===== src/rtl/player_pkg.sv =====
// Shared types and screen/sprite constants for the player controller and the VGA renderer.
// Also holds the saturating one-axis step used for player motion.
package player_pkg;

   typedef enum logic [1:0] {
      UP    = 2'd0,
      DOWN  = 2'd1,
      LEFT  = 2'd2,
      RIGHT = 2'd3
   } dir_t;

   typedef enum logic {
      IDLE = 1'b0,
      FLY  = 1'b1
   } bullet_state_t;

   localparam int DEF_SCREEN_W   = 640;
   localparam int DEF_SCREEN_H   = 480;
   localparam int DEF_SPRITE_W   = 32;
   localparam int DEF_SPRITE_H   = 32;
   localparam int DEF_STEP       = 4;
   localparam int DEF_BULLET_STEP = 8;
   localparam int DEF_MOVE_DIV   = 833333;

   // One axis, 11-bit unsigned: opposing or absent requests leave pos alone,
   // otherwise move by step and saturate at 0 / max_pos.
   function automatic logic [10:0] step_clamp(input logic [10:0] pos,
                                              input logic        dec,
                                              input logic        inc,
                                              input logic [10:0] step,
                                              input logic [10:0] max_pos);
      logic [10:0] r;
      r = pos;
      if (dec && !inc)
         r = (pos < step) ? 11'd0 : pos - step;
      else if (inc && !dec)
         r = (pos + step > max_pos) ? max_pos : pos + step;
      return r;
   endfunction

endpackage


===== src/rtl/player_if.sv =====
// Joystick-in / sprite-and-bullet-out bundle between the input stage, player_ctrl and the renderer.
// No handshake: inputs are held levels, outputs are registered levels the renderer samples per frame.
interface player_if;
   import player_pkg::*;

   logic          i_up;
   logic          i_down;
   logic          i_left;
   logic          i_right;
   logic          i_fire;
   logic [9:0]    o_x;
   logic [8:0]    o_y;
   logic [1:0]    o_dir;
   logic          o_bullet_valid;
   logic [9:0]    o_bullet_x;
   logic [8:0]    o_bullet_y;
   bullet_state_t dbg_bullet_state;

   modport master (
      output i_up, i_down, i_left, i_right, i_fire,
      input  o_x, o_y, o_dir, o_bullet_valid, o_bullet_x, o_bullet_y, dbg_bullet_state
   );

   modport slave (
      input  i_up, i_down, i_left, i_right, i_fire,
      output o_x, o_y, o_dir, o_bullet_valid, o_bullet_x, o_bullet_y, dbg_bullet_state
   );

endinterface


===== src/rtl/player_tick_gen.sv =====
// Free-running divider: o_tick is high for the one cycle the counter sits at DIV-1.
module tick_gen #(
   parameter int DIV = 833333
) (
   input  logic CLOCK_50,
   input  logic RST_N,
   output logic o_tick
);

   localparam int            CW   = (DIV > 1) ? $clog2(DIV) : 1;
   localparam logic [CW-1:0] LAST = CW'(DIV - 1);

   logic [CW-1:0] cnt_q;

   always_ff @(posedge CLOCK_50 or negedge RST_N) begin
      if (!RST_N)
         cnt_q <= '0;
      else if (cnt_q == LAST)
         cnt_q <= '0;
      else
         cnt_q <= cnt_q + CW'(1);
   end

   assign o_tick = (cnt_q == LAST);

endmodule


===== src/rtl/player_ctrl.sv =====
// Player sprite motion, facing direction and single-bullet controller.
// Motion and bullet flight advance on the frame tick; facing and fire launch act every cycle.
module player_ctrl
   import player_pkg::*;
#(
   parameter int SCREEN_W    = DEF_SCREEN_W,
   parameter int SCREEN_H    = DEF_SCREEN_H,
   parameter int SPRITE_W    = DEF_SPRITE_W,
   parameter int SPRITE_H    = DEF_SPRITE_H,
   parameter int STEP        = DEF_STEP,
   parameter int BULLET_STEP = DEF_BULLET_STEP,
   parameter int MOVE_DIV    = DEF_MOVE_DIV
) (
   input logic      CLOCK_50,
   input logic      RST_N,
   player_if.slave  bus
);

   localparam logic [10:0] X_MAX   = 11'(SCREEN_W - SPRITE_W);
   localparam logic [10:0] Y_MAX   = 11'(SCREEN_H - SPRITE_H);
   localparam logic [10:0] STEP11  = 11'(STEP);
   localparam logic [10:0] BSTEP11 = 11'(BULLET_STEP);
   localparam logic [10:0] BX_MAX  = 11'(SCREEN_W - 1);
   localparam logic [10:0] BY_MAX  = 11'(SCREEN_H - 1);
   localparam logic [9:0]  X_RST   = 10'((SCREEN_W - SPRITE_W) / 2);
   localparam logic [8:0]  Y_RST   = 9'((SCREEN_H - SPRITE_H) / 2);

   logic tick;

   tick_gen #(.DIV(MOVE_DIV)) u_tick (
      .CLOCK_50 (CLOCK_50),
      .RST_N    (RST_N),
      .o_tick   (tick)
   );

   logic [9:0]    x_q, x_nxt;
   logic [8:0]    y_q, y_nxt;
   dir_t          dir_q, dir_nxt;
   logic          fire_q, fire_q2, armed_q;
   logic          launch;
   bullet_state_t state_q, state_nxt;
   dir_t          bdir_q, bdir_nxt;
   logic [9:0]    bx_q, bx_nxt;
   logic [8:0]    by_q, by_nxt;
   logic [10:0]   bx_ext, by_ext;

   assign bx_ext = {1'b0, bx_q};
   assign by_ext = {2'b0, by_q};

   // A press launches only once a released level has been seen since reset,
   // so a button held through reset cannot fire on release.
   assign launch = fire_q & ~fire_q2 & armed_q;

   always_comb begin
      x_nxt = x_q;
      y_nxt = y_q;
      if (tick) begin
         x_nxt = 10'(step_clamp({1'b0, x_q}, bus.i_left, bus.i_right, STEP11, X_MAX));
         y_nxt = 9'(step_clamp({2'b0, y_q}, bus.i_up, bus.i_down, STEP11, Y_MAX));
      end
   end

   always_comb begin
      dir_nxt = dir_q;
      if (bus.i_up)         dir_nxt = UP;
      else if (bus.i_down)  dir_nxt = DOWN;
      else if (bus.i_left)  dir_nxt = LEFT;
      else if (bus.i_right) dir_nxt = RIGHT;
   end

   always_comb begin
      state_nxt = state_q;
      bdir_nxt  = bdir_q;
      bx_nxt    = bx_q;
      by_nxt    = by_q;
      case (state_q)
         IDLE: begin
            if (launch) begin
               state_nxt = FLY;
               bdir_nxt  = dir_q;
               bx_nxt    = x_q + 10'(SPRITE_W / 2);
               by_nxt    = y_q + 9'(SPRITE_H / 2);
            end
         end
         FLY: begin
            // A step that would leave the screen ends the flight; position holds.
            if (tick) begin
               case (bdir_q)
                  UP:    if (by_ext < BSTEP11)          state_nxt = IDLE;
                         else by_nxt = 9'(by_ext - BSTEP11);
                  DOWN:  if (by_ext + BSTEP11 > BY_MAX) state_nxt = IDLE;
                         else by_nxt = 9'(by_ext + BSTEP11);
                  LEFT:  if (bx_ext < BSTEP11)          state_nxt = IDLE;
                         else bx_nxt = 10'(bx_ext - BSTEP11);
                  RIGHT: if (bx_ext + BSTEP11 > BX_MAX) state_nxt = IDLE;
                         else bx_nxt = 10'(bx_ext + BSTEP11);
                  default: state_nxt = IDLE;
               endcase
            end
         end
         default: state_nxt = IDLE;
      endcase
   end

   always_ff @(posedge CLOCK_50 or negedge RST_N) begin
      if (!RST_N) begin
         x_q     <= X_RST;
         y_q     <= Y_RST;
         dir_q   <= UP;
         fire_q  <= 1'b0;
         fire_q2 <= 1'b0;
         armed_q <= 1'b0;
      end else begin
         x_q     <= x_nxt;
         y_q     <= y_nxt;
         dir_q   <= dir_nxt;
         fire_q  <= bus.i_fire;
         fire_q2 <= fire_q;
         armed_q <= armed_q | ~bus.i_fire;
      end
   end

   always_ff @(posedge CLOCK_50 or negedge RST_N) begin
      if (!RST_N) begin
         state_q <= IDLE;
         bdir_q  <= UP;
         bx_q    <= '0;
         by_q    <= '0;
      end else begin
         state_q <= state_nxt;
         bdir_q  <= bdir_nxt;
         bx_q    <= bx_nxt;
         by_q    <= by_nxt;
      end
   end

   assign bus.o_x              = x_q;
   assign bus.o_y              = y_q;
   assign bus.o_dir            = dir_q;
   assign bus.o_bullet_valid   = (state_q == FLY);
   assign bus.o_bullet_x       = bx_q;
   assign bus.o_bullet_y       = by_q;
   assign bus.dbg_bullet_state = state_q;

endmodule


===== src/flat_wrapper.sv =====
// flat-port wrapper written by rule: the top's interface ports become plain ports
module player_ctrl_flat import player_pkg::*;
#(
   parameter int SCREEN_W    = DEF_SCREEN_W,
   parameter int SCREEN_H    = DEF_SCREEN_H,
   parameter int SPRITE_W    = DEF_SPRITE_W,
   parameter int SPRITE_H    = DEF_SPRITE_H,
   parameter int STEP        = DEF_STEP,
   parameter int BULLET_STEP = DEF_BULLET_STEP,
   parameter int MOVE_DIV    = DEF_MOVE_DIV
)
  (CLOCK_50, RST_N, bus_i_up, bus_i_down, bus_i_left, bus_i_right, bus_i_fire, bus_o_x, bus_o_y, bus_o_dir, bus_o_bullet_valid, bus_o_bullet_x, bus_o_bullet_y, bus_dbg_bullet_state);
  player_if bus_i ();
  input logic CLOCK_50;
  input logic RST_N;
  input wire logic [$bits(bus_i.i_up)-1:0] bus_i_up;
  input wire logic [$bits(bus_i.i_down)-1:0] bus_i_down;
  input wire logic [$bits(bus_i.i_left)-1:0] bus_i_left;
  input wire logic [$bits(bus_i.i_right)-1:0] bus_i_right;
  input wire logic [$bits(bus_i.i_fire)-1:0] bus_i_fire;
  output wire logic [$bits(bus_i.o_x)-1:0] bus_o_x;
  output wire logic [$bits(bus_i.o_y)-1:0] bus_o_y;
  output wire logic [$bits(bus_i.o_dir)-1:0] bus_o_dir;
  output wire logic [$bits(bus_i.o_bullet_valid)-1:0] bus_o_bullet_valid;
  output wire logic [$bits(bus_i.o_bullet_x)-1:0] bus_o_bullet_x;
  output wire logic [$bits(bus_i.o_bullet_y)-1:0] bus_o_bullet_y;
  output wire logic [$bits(bus_i.dbg_bullet_state)-1:0] bus_dbg_bullet_state;
  assign bus_i.i_up = bus_i_up;
  assign bus_i.i_down = bus_i_down;
  assign bus_i.i_left = bus_i_left;
  assign bus_i.i_right = bus_i_right;
  assign bus_i.i_fire = bus_i_fire;
  assign bus_o_x = bus_i.o_x;
  assign bus_o_y = bus_i.o_y;
  assign bus_o_dir = bus_i.o_dir;
  assign bus_o_bullet_valid = bus_i.o_bullet_valid;
  assign bus_o_bullet_x = bus_i.o_bullet_x;
  assign bus_o_bullet_y = bus_i.o_bullet_y;
  assign bus_dbg_bullet_state = bus_i.dbg_bullet_state;
  player_ctrl #(.SCREEN_W(SCREEN_W), .SCREEN_H(SCREEN_H), .SPRITE_W(SPRITE_W), .SPRITE_H(SPRITE_H), .STEP(STEP), .BULLET_STEP(BULLET_STEP), .MOVE_DIV(MOVE_DIV)) u_core (.CLOCK_50(CLOCK_50), .RST_N(RST_N), .bus(bus_i));
endmodule

===== config.mk =====
export PLATFORM = sky130hd
export DESIGN_NAME = player_ctrl_flat
export DESIGN_NICKNAME = d
export VERILOG_FILES = /design/src/rtl/player_pkg.sv /design/src/rtl/player_if.sv /design/src/rtl/player_tick_gen.sv /design/src/rtl/player_ctrl.sv /design/src/flat_wrapper.sv
export SDC_FILE = /design/constraint.sdc
export NUM_CORES = 1
export LEC_CHECK = 0
export CORE_UTILIZATION = 57
export CTS_CLUSTER_SIZE = 28
export DETAILED_ROUTE_END_ITERATION = 8
export GPL_TIMING_DRIVEN = 1
export PLACE_DENSITY = 0.8
export SLEW_MARGIN = 30
export SYNTH_ARGS = -nofsm -noshare
export SYNTH_HDL_FRONTEND = slang
export SYNTH_SLANG_ARGS = --single-unit

===== constraint.sdc =====
create_clock -name CLOCK_50 -period 6.3 [get_ports CLOCK_50]
set_input_delay 0.63 -clock CLOCK_50 [delete_from_list [all_inputs] [get_ports CLOCK_50]]
set_output_delay 0.63 -clock CLOCK_50 [all_outputs]
set_load 0.02 [all_outputs]

==> results of run 1 <==
## final cells by class
type                            instances  area [um^2]
Clock buffer                           11          141
Clock inverter                          5         75.1
Fill cell                             642         2530
Inverter                               33          124
Multi-Input combinational cell        417         2740
Sequential cell                        60         1510
Tap cell                              102          128
Timing Repair Buffer                   45          443
## per-stage QoR
step	cell area (um^2)	std cells	hold WS, ns
floorplan	4510	538	0.334
global placement	4940	657	0.357
detailed placement	4940	657	0.374
CTS	5160	673	0.390
global route	5160	673	0.396
finish	5160	673	0.393
## logic make-up (layout without fill, tap and decap cells)
kind of cell | after synthesis | count (layout) | synth area share (%)
other cells | 1 | 4 | 0.0834
simple gates | 211 | 211 | 24.9
flops | 60 | 60 | 33.6
mux | 13 | 13 | 3.09
compound gates | 136 | 136 | 20.5
fa+ha+maj | 21 | 21 | 5.84
buf+inv | 61 | 94 | 5.79
xor+xnor | 32 | 32 | 6.23
## Yosys cell counts, drive strengths merged (4+ instances only)
cell type,number
a21oi,32
and4,4
dfstp,6
nor4,6
and3,13
nor2b,6
and2,8
nor3,20
buf,10
nand3,23
clkbuf,18
mux2i,6
ha,21
a221oi,6
inv,33
nor3b,5
o31ai,5
xor2,14
o21ai,32
o211ai,10
nand4,14
xnor2,18
nand2b,6
mux2,7
nor2,49
dfrtp,54
a31oi,8
o21a,5
a211oi,5
nand2,45
## final timing paths
check / to / slack (ns) / cells after the start
worst min-delay path: u_core.fire_q2$_DFF_PN0_ / 0.39 / 0
worst max register to register: u_core.bus.o_x[6]$_DFFE_PN0P_ / 3.77 / 6
max in group asynchronous: u_core.bus.o_y[8]$_DFFE_PN0P_ / 5.35 / 2
worst max-delay path: u_core.bus.o_x[6]$_DFFE_PN0P_ / 3.77 / 6
worst min register to register: u_core.fire_q2$_DFF_PN0_ / 0.39 / 0
min in group asynchronous: u_core.fire_q2$_DFF_PN0_ / 0.45 / 2
## metal layers
layer	vias to the layer above	share of wire [%]
met1	2007	44
met3	23	5.9
li1	1993	-
met2	169	48
met4	0	2.2
met5	-	0
## sequential cells by signal, summed over array words and instances (netlist names)
register and cells:
u_core.bus.o_bullet_y 8, u_core.u_tick.cnt_q 20, u_core.armed_q 1, u_core.bus.dbg_bullet_state 1, u_core.bus.o_y 7, u_core.bdir_q 2
u_core.fire_q 1, u_core.bus.o_x 8, u_core.bus.o_bullet_x 9, u_core.fire_q2 1, u_core.bus.o_dir 2
## report_power, final
group / switching (W) / internal, W / total, W / leakage [nW]
clock: 0.000151 / 0.000232 / 0.000383 / 0.113
combinational: 0.0000736 / 0.0000547 / 0.000128 / 1.23
sequential: 0.0000173 / 0.000395 / 0.000413 / 0.753
total: 0.000242 / 0.000681 / 0.000924 / 2.10
## worst reg2reg max path: stages (launching register included)
cell and delay (ns):
sky130_fd_sc_hd__dfrtp_1 0.40, sky130_fd_sc_hd__or4b_4 0.57, sky130_fd_sc_hd__nor3_1 0.13, sky130_fd_sc_hd__and3_1 0.65
sky130_fd_sc_hd__nand2_1 0.31, sky130_fd_sc_hd__o21ai_0 0.24, sky130_fd_sc_hd__a22oi_1 0.11
==> metrics.md, run 1 <==
| Metric | Value |
|---|---|
| Run status | `finished clean` |
| Nature of the critical path endpoint | `register` |
| Antenna violations before repair | `0` |
| Cell at the root of the clock tree | `sky130_fd_sc_hd__clkbuf_8` |
| Die outline area | `0.00825 mm^2` |
| Share of cells above drive strength 1 | `7.53%` |
| NumNets Final | `594` |
| Largest fanout of any net on the critical path | `20` |
| Pin slew with the least headroom to its limit | `0.820 ns` |
| Global placement routability congestion | `0.957` |
| WS Path Type | `register to register` |
| Dominant cell type by area after synthesis | `sky130_fd_sc_hd__dfrtp_1` |
| Total number of vias | `4192` |
| Starting utilization of the core area | `58.5%` |
| Worst Skew | `0.0100 ns` |
| Critical Path Start | `u_core.u_tick.cnt_q[14]$_DFF_PN0_` |
| Crit path largest cell delay | `0.65 ns` |
| Clock transition at the registers of the reported paths | `0.07 ns` |
| Maximum number of pins on one net before global-route repair | `61` |
| Number of cells produced by synthesis | `535` |
| Power density cells | `179 mW/mm^2` |
| Unrepaired setup endpoints after global routing | `false` |
| Congestion Overflow GR | `0` |
| Met3 track utilization from global routing | `3.79%` |
| Cell type of the slowest stage on the worst timing path | `sky130_fd_sc_hd__and3_1` |
| Clock period minus worst slack | `2.53 ns` |
| Count of buffering cells on the critical path with inverters included | `0` |
| Clock buffer count from CTS | `9` |
| Relative slew slack | `45.2%` |
| Quantity of gates resized following cts | `0` |
| Fmax | `0.395 GHz` |
| Number of design rule violations left after detail routing | `0` |
| Data arrival time of the worst path | `2.74 ns` |
| Combined area of all synthesized cells | `0.00450 mm^2` |
| Total Power | `0.000924 W` |
| Utilization of the core after routing | `67.1%` |
| Insertion delay to the later sink of the worst-skew pair | `0.34 ns` |
| Global-route wire length before repair | `18400 um` |
| Number of synthesized register bits | `60` |
| 1st-pass router iterations | `5` |
| Syn avg cell area | `8.40 um^2` |
| Total of buffers placed on input and output ports | `44` |
| Met2 capacity usage during global routing | `44.2%` |
| Portion of the clock cycle consumed by the worst path in the final layout | `40.2%` |
| Commonest register cell after synthesis | `sky130_fd_sc_hd__dfrtp_1` |
| Distinct cell type count of the synthesized netlist | `70` |
| Count of antenna-violating nets left after detailed routing | `0` |
| Via count of the first global-routing pass | `3878` |
| Cts hold-fix bufs | `0` |
| Launch point of the worst hold path | `u_core.fire_q$_DFF_PN0_` |
| Post-DR wirelength/cell | `16.2 um` |
| Ports placed on the boundary | `49` |
| Total clock sinks | `60` |
| Fraction of the yosys area taken by sequential cells | `33.6%` |
| Number of cell rows | `32` |
| Share of flip-flops with an asynchronous set or reset after synthesis | `100%` |
| Crit-path cells | `or4b_4 > nor3_1 > and3_1 > nand2_1 > o21ai_0 > a22oi_1` |
| Final antenna diode count | `0` |
| Max-cap violations | `0` |
| Post-CTS setup buffers | `0` |
| Met1 demand-to-capacity share in global routing | `37.0%` |
| H-tree lvl count | `3` |
| Leading cell types in the layout, fill and taps excluded | `54 x sky130_fd_sc_hd__dfrtp_1, 48 x sky130_fd_sc_hd__nor2_1, 45 x sky130_fd_sc_hd__nand2_1` |
| Top cell type's share of synthesized area | `30.1%` |
| Accumulated negative setup slack | `0 ns` |
| Most area-consuming cells after synthesis | `sky130_fd_sc_hd__dfrtp_1 30%, sky130_fd_sc_hd__ha_1 5.8%, sky130_fd_sc_hd__nor2_1 4.0%` |
| EDFF count, synth | `0` |
| Chip width | `90.8 um` |
| Final Setup Violations | `0` |
| Class of the worst hold path | `register to register` |
| Cell family with most CP delay | `simple AND/OR/NAND/NOR gates` |
| Overall routed net length | `10900 um` |
| Overall routing resource usage | `27.5%` |
| Vias per Instance | `6.23` |
| Post-route worst setup slack | `3.77 ns` |
| Die Y | `90.8 um` |
| CP required | `6.51 ns` |
| Leakage dissipation | `2.10 nW` |
| Clock tree from TritonCTS | `built` |
| Number of violations reported at the end of detailed-routing iteration 0 | `367` |
| Max Transition Viols Final | `0` |
| Peak ir drop on the vdd network | `0.117 mV` |
| Final Hold Violating Endpoints | `0` |
| Post-DP HPWL | `7810 um` |
| Most common cell after layout, fill and taps aside | `sky130_fd_sc_hd__dfrtp_1` |
| Worst reg2reg path startpoint | `u_core.u_tick.cnt_q[14]$_DFF_PN0_` |
| Area delta synth->final | `14.7%` |
| Core footprint | `0.00769 mm^2` |
| Kind of launch point of the worst setup path | `register` |
| Warnings, synthesis | `0` |
| Grt peak-use layer | `met2` |
| Clock Tree Buf Depth | `2` |
| Post-placement worst setup slack | `3.64 ns` |
Power figures use the tool's default switching activity.
==> run 2: changes to the inputs <==
--- a/config.mk
+++ b/config.mk
@@ -5,11 +5,11 @@
 export SDC_FILE = /design/constraint.sdc
 export NUM_CORES = 1
 export LEC_CHECK = 0
-export CORE_UTILIZATION = 57
+export CORE_UTILIZATION = 52
 export CTS_CLUSTER_SIZE = 28
 export DETAILED_ROUTE_END_ITERATION = 8
 export GPL_TIMING_DRIVEN = 1
-export PLACE_DENSITY = 0.8
+export PLACE_DENSITY = 0.77
 export SLEW_MARGIN = 30
 export SYNTH_ARGS = -nofsm -noshare
 export SYNTH_HDL_FRONTEND = slang
==> constraint.sdc (replaced) <==
create_clock -name CLOCK_50 -period 2.1 [get_ports CLOCK_50]
set_input_delay 0.21 -clock CLOCK_50 [delete_from_list [all_inputs] [get_ports CLOCK_50]]
set_output_delay 0.21 -clock CLOCK_50 [all_outputs]
set_load 0.02 [all_outputs]
==> metrics.md, run 2 (same netlist as run 1, synthesis figures left out) <==
| Metric | Value |
|---|---|
| Total of buffers placed on input and output ports | `44` |
| Post-route cell area | `0.00594 mm^2` |
| Unrepaired setup endpoints after global routing | `true` |
| Max reg flops | `20` |
| Fmax | `0.451 GHz` |
| Congestion Overflow GR | `0` |
| Portion of the clock cycle consumed by the worst path in the final layout | `105%` |
| Cell Count, Final, Fillers Out | `758` |
| Cell at the root of the clock tree | `sky130_fd_sc_hd__clkbuf_8` |
| Net switching power | `0.000763 W` |
| 1st-pass router iterations | `7` |
| Peak ir drop on the vdd network | `0.300 mV` |
| Antenna violations before repair | `0` |
| Insertion delay to the later sink of the worst-skew pair | `0.34 ns` |
| Hold path cells | `1` |
| Number of cell rows | `33` |
| Clock Tree Buf Depth | `2` |
| Most common cell after layout, fill and taps aside | `sky130_fd_sc_hd__buf_4` |
| Global-route wire length before repair | `20000 um` |
| Fraction of power consumed by combinational cells | `17.9%` |
| Nature of the critical path endpoint | `register` |
| FILL cells | `622` |
| Count of antenna-violating nets left after detailed routing | `0` |
| Area of the multi-input gates | `0.00291 mm^2` |
| Violated checks | `setup timing` |
| CP required | `2.31 ns` |
| Placed Cells | `729` |
| Clock period minus worst slack | `2.22 ns` |
| Ports placed on the boundary | `49` |
| Seq. cell area | `0.00151 mm^2` |
| Overall routed net length | `12300 um` |
| Die outline area | `0.00902 mm^2` |
| Via count of the first global-routing pass | `4386` |
| Clock power share | `37.1%` |
| Switching power as a share of total power | `28.2%` |
| Post-route worst setup slack | `-0.115 ns` |
| Starting utilization of the core area | `54.2%` |
| NumNets Final | `676` |
| Power share of the sequential group | `45.0%` |
| Number of violations reported at the end of detailed-routing iteration 0 | `308` |
| Pin slew with the least headroom to its limit | `0.541 ns` |
| Area delta synth->final | `32.2%` |
| Final worst hold slack | `0.338 ns` |
| Final Hold Violating Endpoints | `0` |
| Post-DR wirelength/cell | `16.3 um` |
| Number of design rule violations left after detail routing | `0` |
| WS Path Type | `register to register` |
| Instance area at placement | `0.00548 mm^2` |
| Accumulated negative setup slack | `-0.261 ns` |
| Maximum number of pins on one net before global-route repair | `42` |
| Core footprint | `0.00830 mm^2` |
| Kind of launch point of the worst setup path | `register` |
| Final antenna diode count | `0` |
| Global placement routability congestion | `0.955` |
| Leakage dissipation | `2.53 nW` |
| Max-cap violations | `0` |
| Max Transition Viols Final | `0` |
| Die Y | `95.0 um` |
| Total number of vias | `4536` |
| Total clock sinks | `60` |
| Internal power component | `0.00194 W` |
| Leading cell types in the layout, fill and taps excluded | `78 x sky130_fd_sc_hd__buf_4, 51 x sky130_fd_sc_hd__dfrtp_1, 48 x sky130_fd_sc_hd__nor2_1` |
| Clock buffer count from CTS | `9` |
| Clock transition at the registers of the reported paths | `0.07 ns` |
| H-tree lvl count | `3` |
| Worst Skew | `0.00687 ns` |
| Chip width | `95.0 um` |
| Post-placement worst setup slack | `-0.126 ns` |
| Largest reg by FF count | `u_core.u_tick.cnt_q` |
| Class of the worst hold path | `input pin to register` |
| Run status | `finished, violations left` |
| Largest fanout of any net on the critical path | `3` |
| Share of cells above drive strength 1 | `23.9%` |
| Cells on worst reg2reg path | `6` |
| Overall routing resource usage | `28.5%` |
| Post-DP HPWL | `9050 um` |
| Relative slew slack | `63.6%` |
| Vias per Instance | `5.98` |
| Clock tree from TritonCTS | `built` |
| Final Setup Violations | `8` |
| Power density cells | `455 mW/mm^2` |
| Data arrival time of the worst path | `2.43 ns` |
==> run 2: changes by cell type in the layout (fill, tap and decap cells not counted), sizes merged <==
cell	before	now
clkbuf	11	12
bufinv	2	1
buf	2	82
clkinvlp	0	1
dlygate4sd3	0	1
==> run 2: repair_timing <==
item,in CTS,in global routing
gates cloned,0,0
gates resized for setup,12,30
hold endpoints to repair,17,0
setup endpoints to repair,11,29
pin swaps,2,11
setup buffers,1,11
hold buffers,1,0
==> run 2: routing by layer <==
metal / vias up / part of all wire, % / track usage [%]
li1: 2165 / - / -
met1: 2177 / 42 / 35.5
met2: 168 / 51 / 49.1
met3: 26 / 4.7 / 3.46
met4: 0 / 2.1 / 12.9
met5: - / 0 / 0
==> run 2: area by class of cell <==
class | instances | area share (%)
flip-flops and latches | 60 | 25.4
clock inverters | 5 | 0.884
inverters | 33 | 2.08
multi-input cells | 417 | 49.0
well taps | 105 | 2.21
repair buffers | 127 | 18.2
clock buffers | 11 | 2.21
==> run 2: final timing paths <==
kind | start | end | slack [ns]
max | u_core.u_tick.cnt_q[14]$_DFF_PN0_ | u_core.bus.o_y[4]$_DFFE_PN0P_ | -0.12
max in group asynchronous | RST_N | u_core.bus.o_x[8]$_DFFE_PN1P_ | 1.04
min in group asynchronous | RST_N | u_core.bus.o_bullet_y[2]$_DFFE_PN0P_ | 0.41
max reg2reg | u_core.u_tick.cnt_q[14]$_DFF_PN0_ | u_core.bus.o_y[4]$_DFFE_PN0P_ | -0.12
min | bus_i_fire | u_core.fire_q$_DFF_PN0_ | 0.34
min reg2reg | u_core.fire_q$_DFF_PN0_ | u_core.fire_q2$_DFF_PN0_ | 0.39
==> run 2: critical path, cell delays in order, from the launching register on <==
cell                      delay, ns
sky130_fd_sc_hd__dfrtp_1       0.38
sky130_fd_sc_hd__or4b_4        0.56
sky130_fd_sc_hd__or4_4         0.47
sky130_fd_sc_hd__o41ai_2       0.29
sky130_fd_sc_hd__o31ai_1       0.12
sky130_fd_sc_hd__a31oi_1       0.17
sky130_fd_sc_hd__o31ai_1       0.10
==> run 2: per-stage QoR <==
step / util [%] / power [W]
6_report: 71.6 / 0.00271
3_5_place_dp: 66.1 / 0.00169
5_1_grt: 71.6 / 0.00284
3_3_place_gp: 66.1 / 0.00168
4_1_cts: 69.2 / 0.00272
2_1_floorplan: - / 0.00151
==> run 2: power by group through the flow <==
stage | sequential, W | clock (W) | combinational [W]
global placement | 0.00124 | 0 | 0.000437
global route | 0.00122 | 0.00109 | 0.000532
floorplan | 0.00127 | 0 | 0.000236
finish | 0.00122 | 0.00100 | 0.000484
detailed placement | 0.00124 | 0 | 0.000449
CTS | 0.00122 | 0.00104 | 0.000458
==> patch: new RTL, config.mk and constraints of run 2 <==
`DEF_MOVE_DIV`: 833333 -> 416666.
--- a/src/rtl/player_pkg.sv
+++ b/src/rtl/player_pkg.sv
@@ -21,5 +21,5 @@
    localparam int DEF_STEP       = 4;
    localparam int DEF_BULLET_STEP = 8;
-   localparam int DEF_MOVE_DIV   = 833333;
+   localparam int DEF_MOVE_DIV   = 416666;
 
    // One axis, 11-bit unsigned: opposing or absent requests leave pos alone,
Formal check against the unedited RTL: same outputs for any inputs over 10 cycles, from zero or initial values and one cycle with RST_N low; that may be too few to reach the edited logic, so the function may still have changed.
==> patch against run 2 <==
- the run still ends with negative setup slack left
- worst hold slack improved by 23 ps
- cell area rose by 3.2%
- setup slack got worse by 290 ps
- synthesized area fell by 3.9%
- routed wire length rose by 11%
- clock skew fell by 1.1 ps
- sequential cell count fell by 1
- global-route usage rose by 1.1 points
- critical path type unchanged
- largest cell class unchanged
Power is not compared: it rests on default switching activity, and its combinational part moved more than twofold at a synthesized area within 25%.
==> patch: results (changes against run 2) <==
Clock tree
  – Clock Sinks: 59 (-1.7%)

Placement
  – DPL Wire Length: 8930 um (-1.3%)
  – DP Area: 5490 um2 (+0.16%)
  – GPL Wtd Cong: 0.936 (-2.0%)
  – Pre-CTS setup slack: -469 ps (-343 ps)

Cells and area
  – Seq area share: 24.2% (-1.2 points)
  – Max reg flops: 19 (-5.0%)
  – Non-CTS buffers: 155 (+22%)
  – Final #Nets: 686 (+1.5%)
  – Storage cell area: 1490 um2 (-1.7%)
  – Non-clk buf share: 21.4% (+3.2 points)
  – Layout filler cell count: 492 (-21%)
  – Layout cell share with drive strength beyond 1: 30.8% (+6.9 points)
  – Clk tree area frac: 3.08% (-0.016 points)
  – Multi-In Gates: 400 (-4.1%)

Setup path
  – Critical Path Source Type: register
  – Crit path max-delay family: compound AO/OA/AOI/OAI gates
  – Slowest stage delay, CP: 410 ps (-150 ps)
  – Data arrival, critical path: 2720 ps (+290 ps)
  – Cell count of the worst reg-to-reg path: 9 (+3)
  – Slowest-stage cell, CP: dfrtp_2
  – Reg-to-reg startpoint: u_core.bus.o_bullet_x[3]
  – Crit path capture: u_core.bus.o_bullet_x[3]

Timing
  – Slew @ Worst Pin: 565 ps (+23.8 ps)
  – Setup_tns: -2860 ps (-2600 ps)
  – Setup violations, final: 14 (+6)
  – Clk_skew: 5.79 ps (-1.08 ps)
  – Setup WS post-layout: -404 ps (-288 ps)
  – Hold slack: 361 ps (+23.2 ps)

Floorplan
  – Die area: 8680 um2 (-3.8%)

Detailed routing
  – Final wirelength: 13600 um (+11%)
  – DRT Pass-1 Iters: 5 (-2)
  – 1st-iter DRT viols: 411 (+33%)
  – DR vias/cell: 6.16 (+2.9%)

Outcome
  – Status: finished with violations
  – Failing checks: negative setup slack

Synth
  – Seq/Total Area, Yosys: 34.3% (+0.77 points)
  – Count of cell types in the netlist: 65 (-7.1%)
  – Top area cells in the synthesized netlist: dfrtp_1 (31%), ha_1 (6.1%), nor2_1 (4.3%), o21ai_0 (4.3%), nand2_1 (3.9%)
  – Synth cell count leaders: dfrtp_1 (53), nor2_1 (50), nand2_1 (45), o21ai_0 (37), inv_1 (33)

Global routing
  – Global-route wire length before repair: 20400 um (+1.8%)
  – All-Layer GR Usage: 29.6% (+1.1 points)
  – Number of global-route vias before repair: 4368 (-0.41%)
  – Pin count of the biggest net entering global routing: 39 (-7.1%)

Hold path
  – Hold crit path type: input pin to register
## patch: changes by cell type in the layout (fill, tap and decap cells not counted), moves of 5 or more
cell / before / now
buf_4: 78 / 104
a21oi_1: 29 / 18
nand3_1: 21 / 28
o211ai_1: 10 / 3
mux2_2: 7 / 1
o32ai_1: 0 / 6
and3_1: 11 / 6
inv_1: 33 / 28
inv_2: 0 / 5
or3_1: 1 / 6
## patch: kinds of logic (layout without fill, tap and decap cells)
group / count (synthesis) / after routing / synth area share [%]
xor+xnor: 25 / 25 / 5.07
buf+inv: 74 / 204 / 7.56
mux: 9 / 9 / 2.14
fa+ha+maj: 21 / 21 / 6.08
compound gates: 124 / 125 / 19.3
flops: 59 / 59 / 34.3
simple gates: 216 / 216 / 25.4
other cells: 1 / 4 / 0.0868
## patch: metal layers
metal | GRT usage [%] | wire length (um) | part of all wire (%)
met5 | 0 | 0 | 0
met3 | 5.12 | 784 | 5.7
met1 | 38.3 | 5740 | 42
met4 | 9.23 | 359 | 2.6
met2 | 50.4 | 6770 | 50
## patch: through the flow
step                total power [mW]  cells
global placement                2.57    731
detailed placement              2.63    731
CTS                             3.67    756
finish                          4.00    765
floorplan                       2.06    532
global route                    4.17    765
## patch: power groups by stage
stage	clock (mW)	sequential (mW)	combinational [mW]
6_report	0.993	1.31	1.69
4_1_cts	0.991	1.30	1.38
5_1_grt	1.05	1.32	1.80
3_3_place_gp	0	1.32	1.26
3_5_place_dp	0	1.33	1.30
2_1_floorplan	0	1.40	0.655
## patch: what timing repair did
item                                    4_1_cts  5_1_grt
setup buffers                                 7        9
endpoints found under the setup margin       19       27
cloned                                        2        0
resized for setup                            21       55
hold buffers                                  1        0
pin swaps                                    13       22
hold endpoints to repair                     20        0
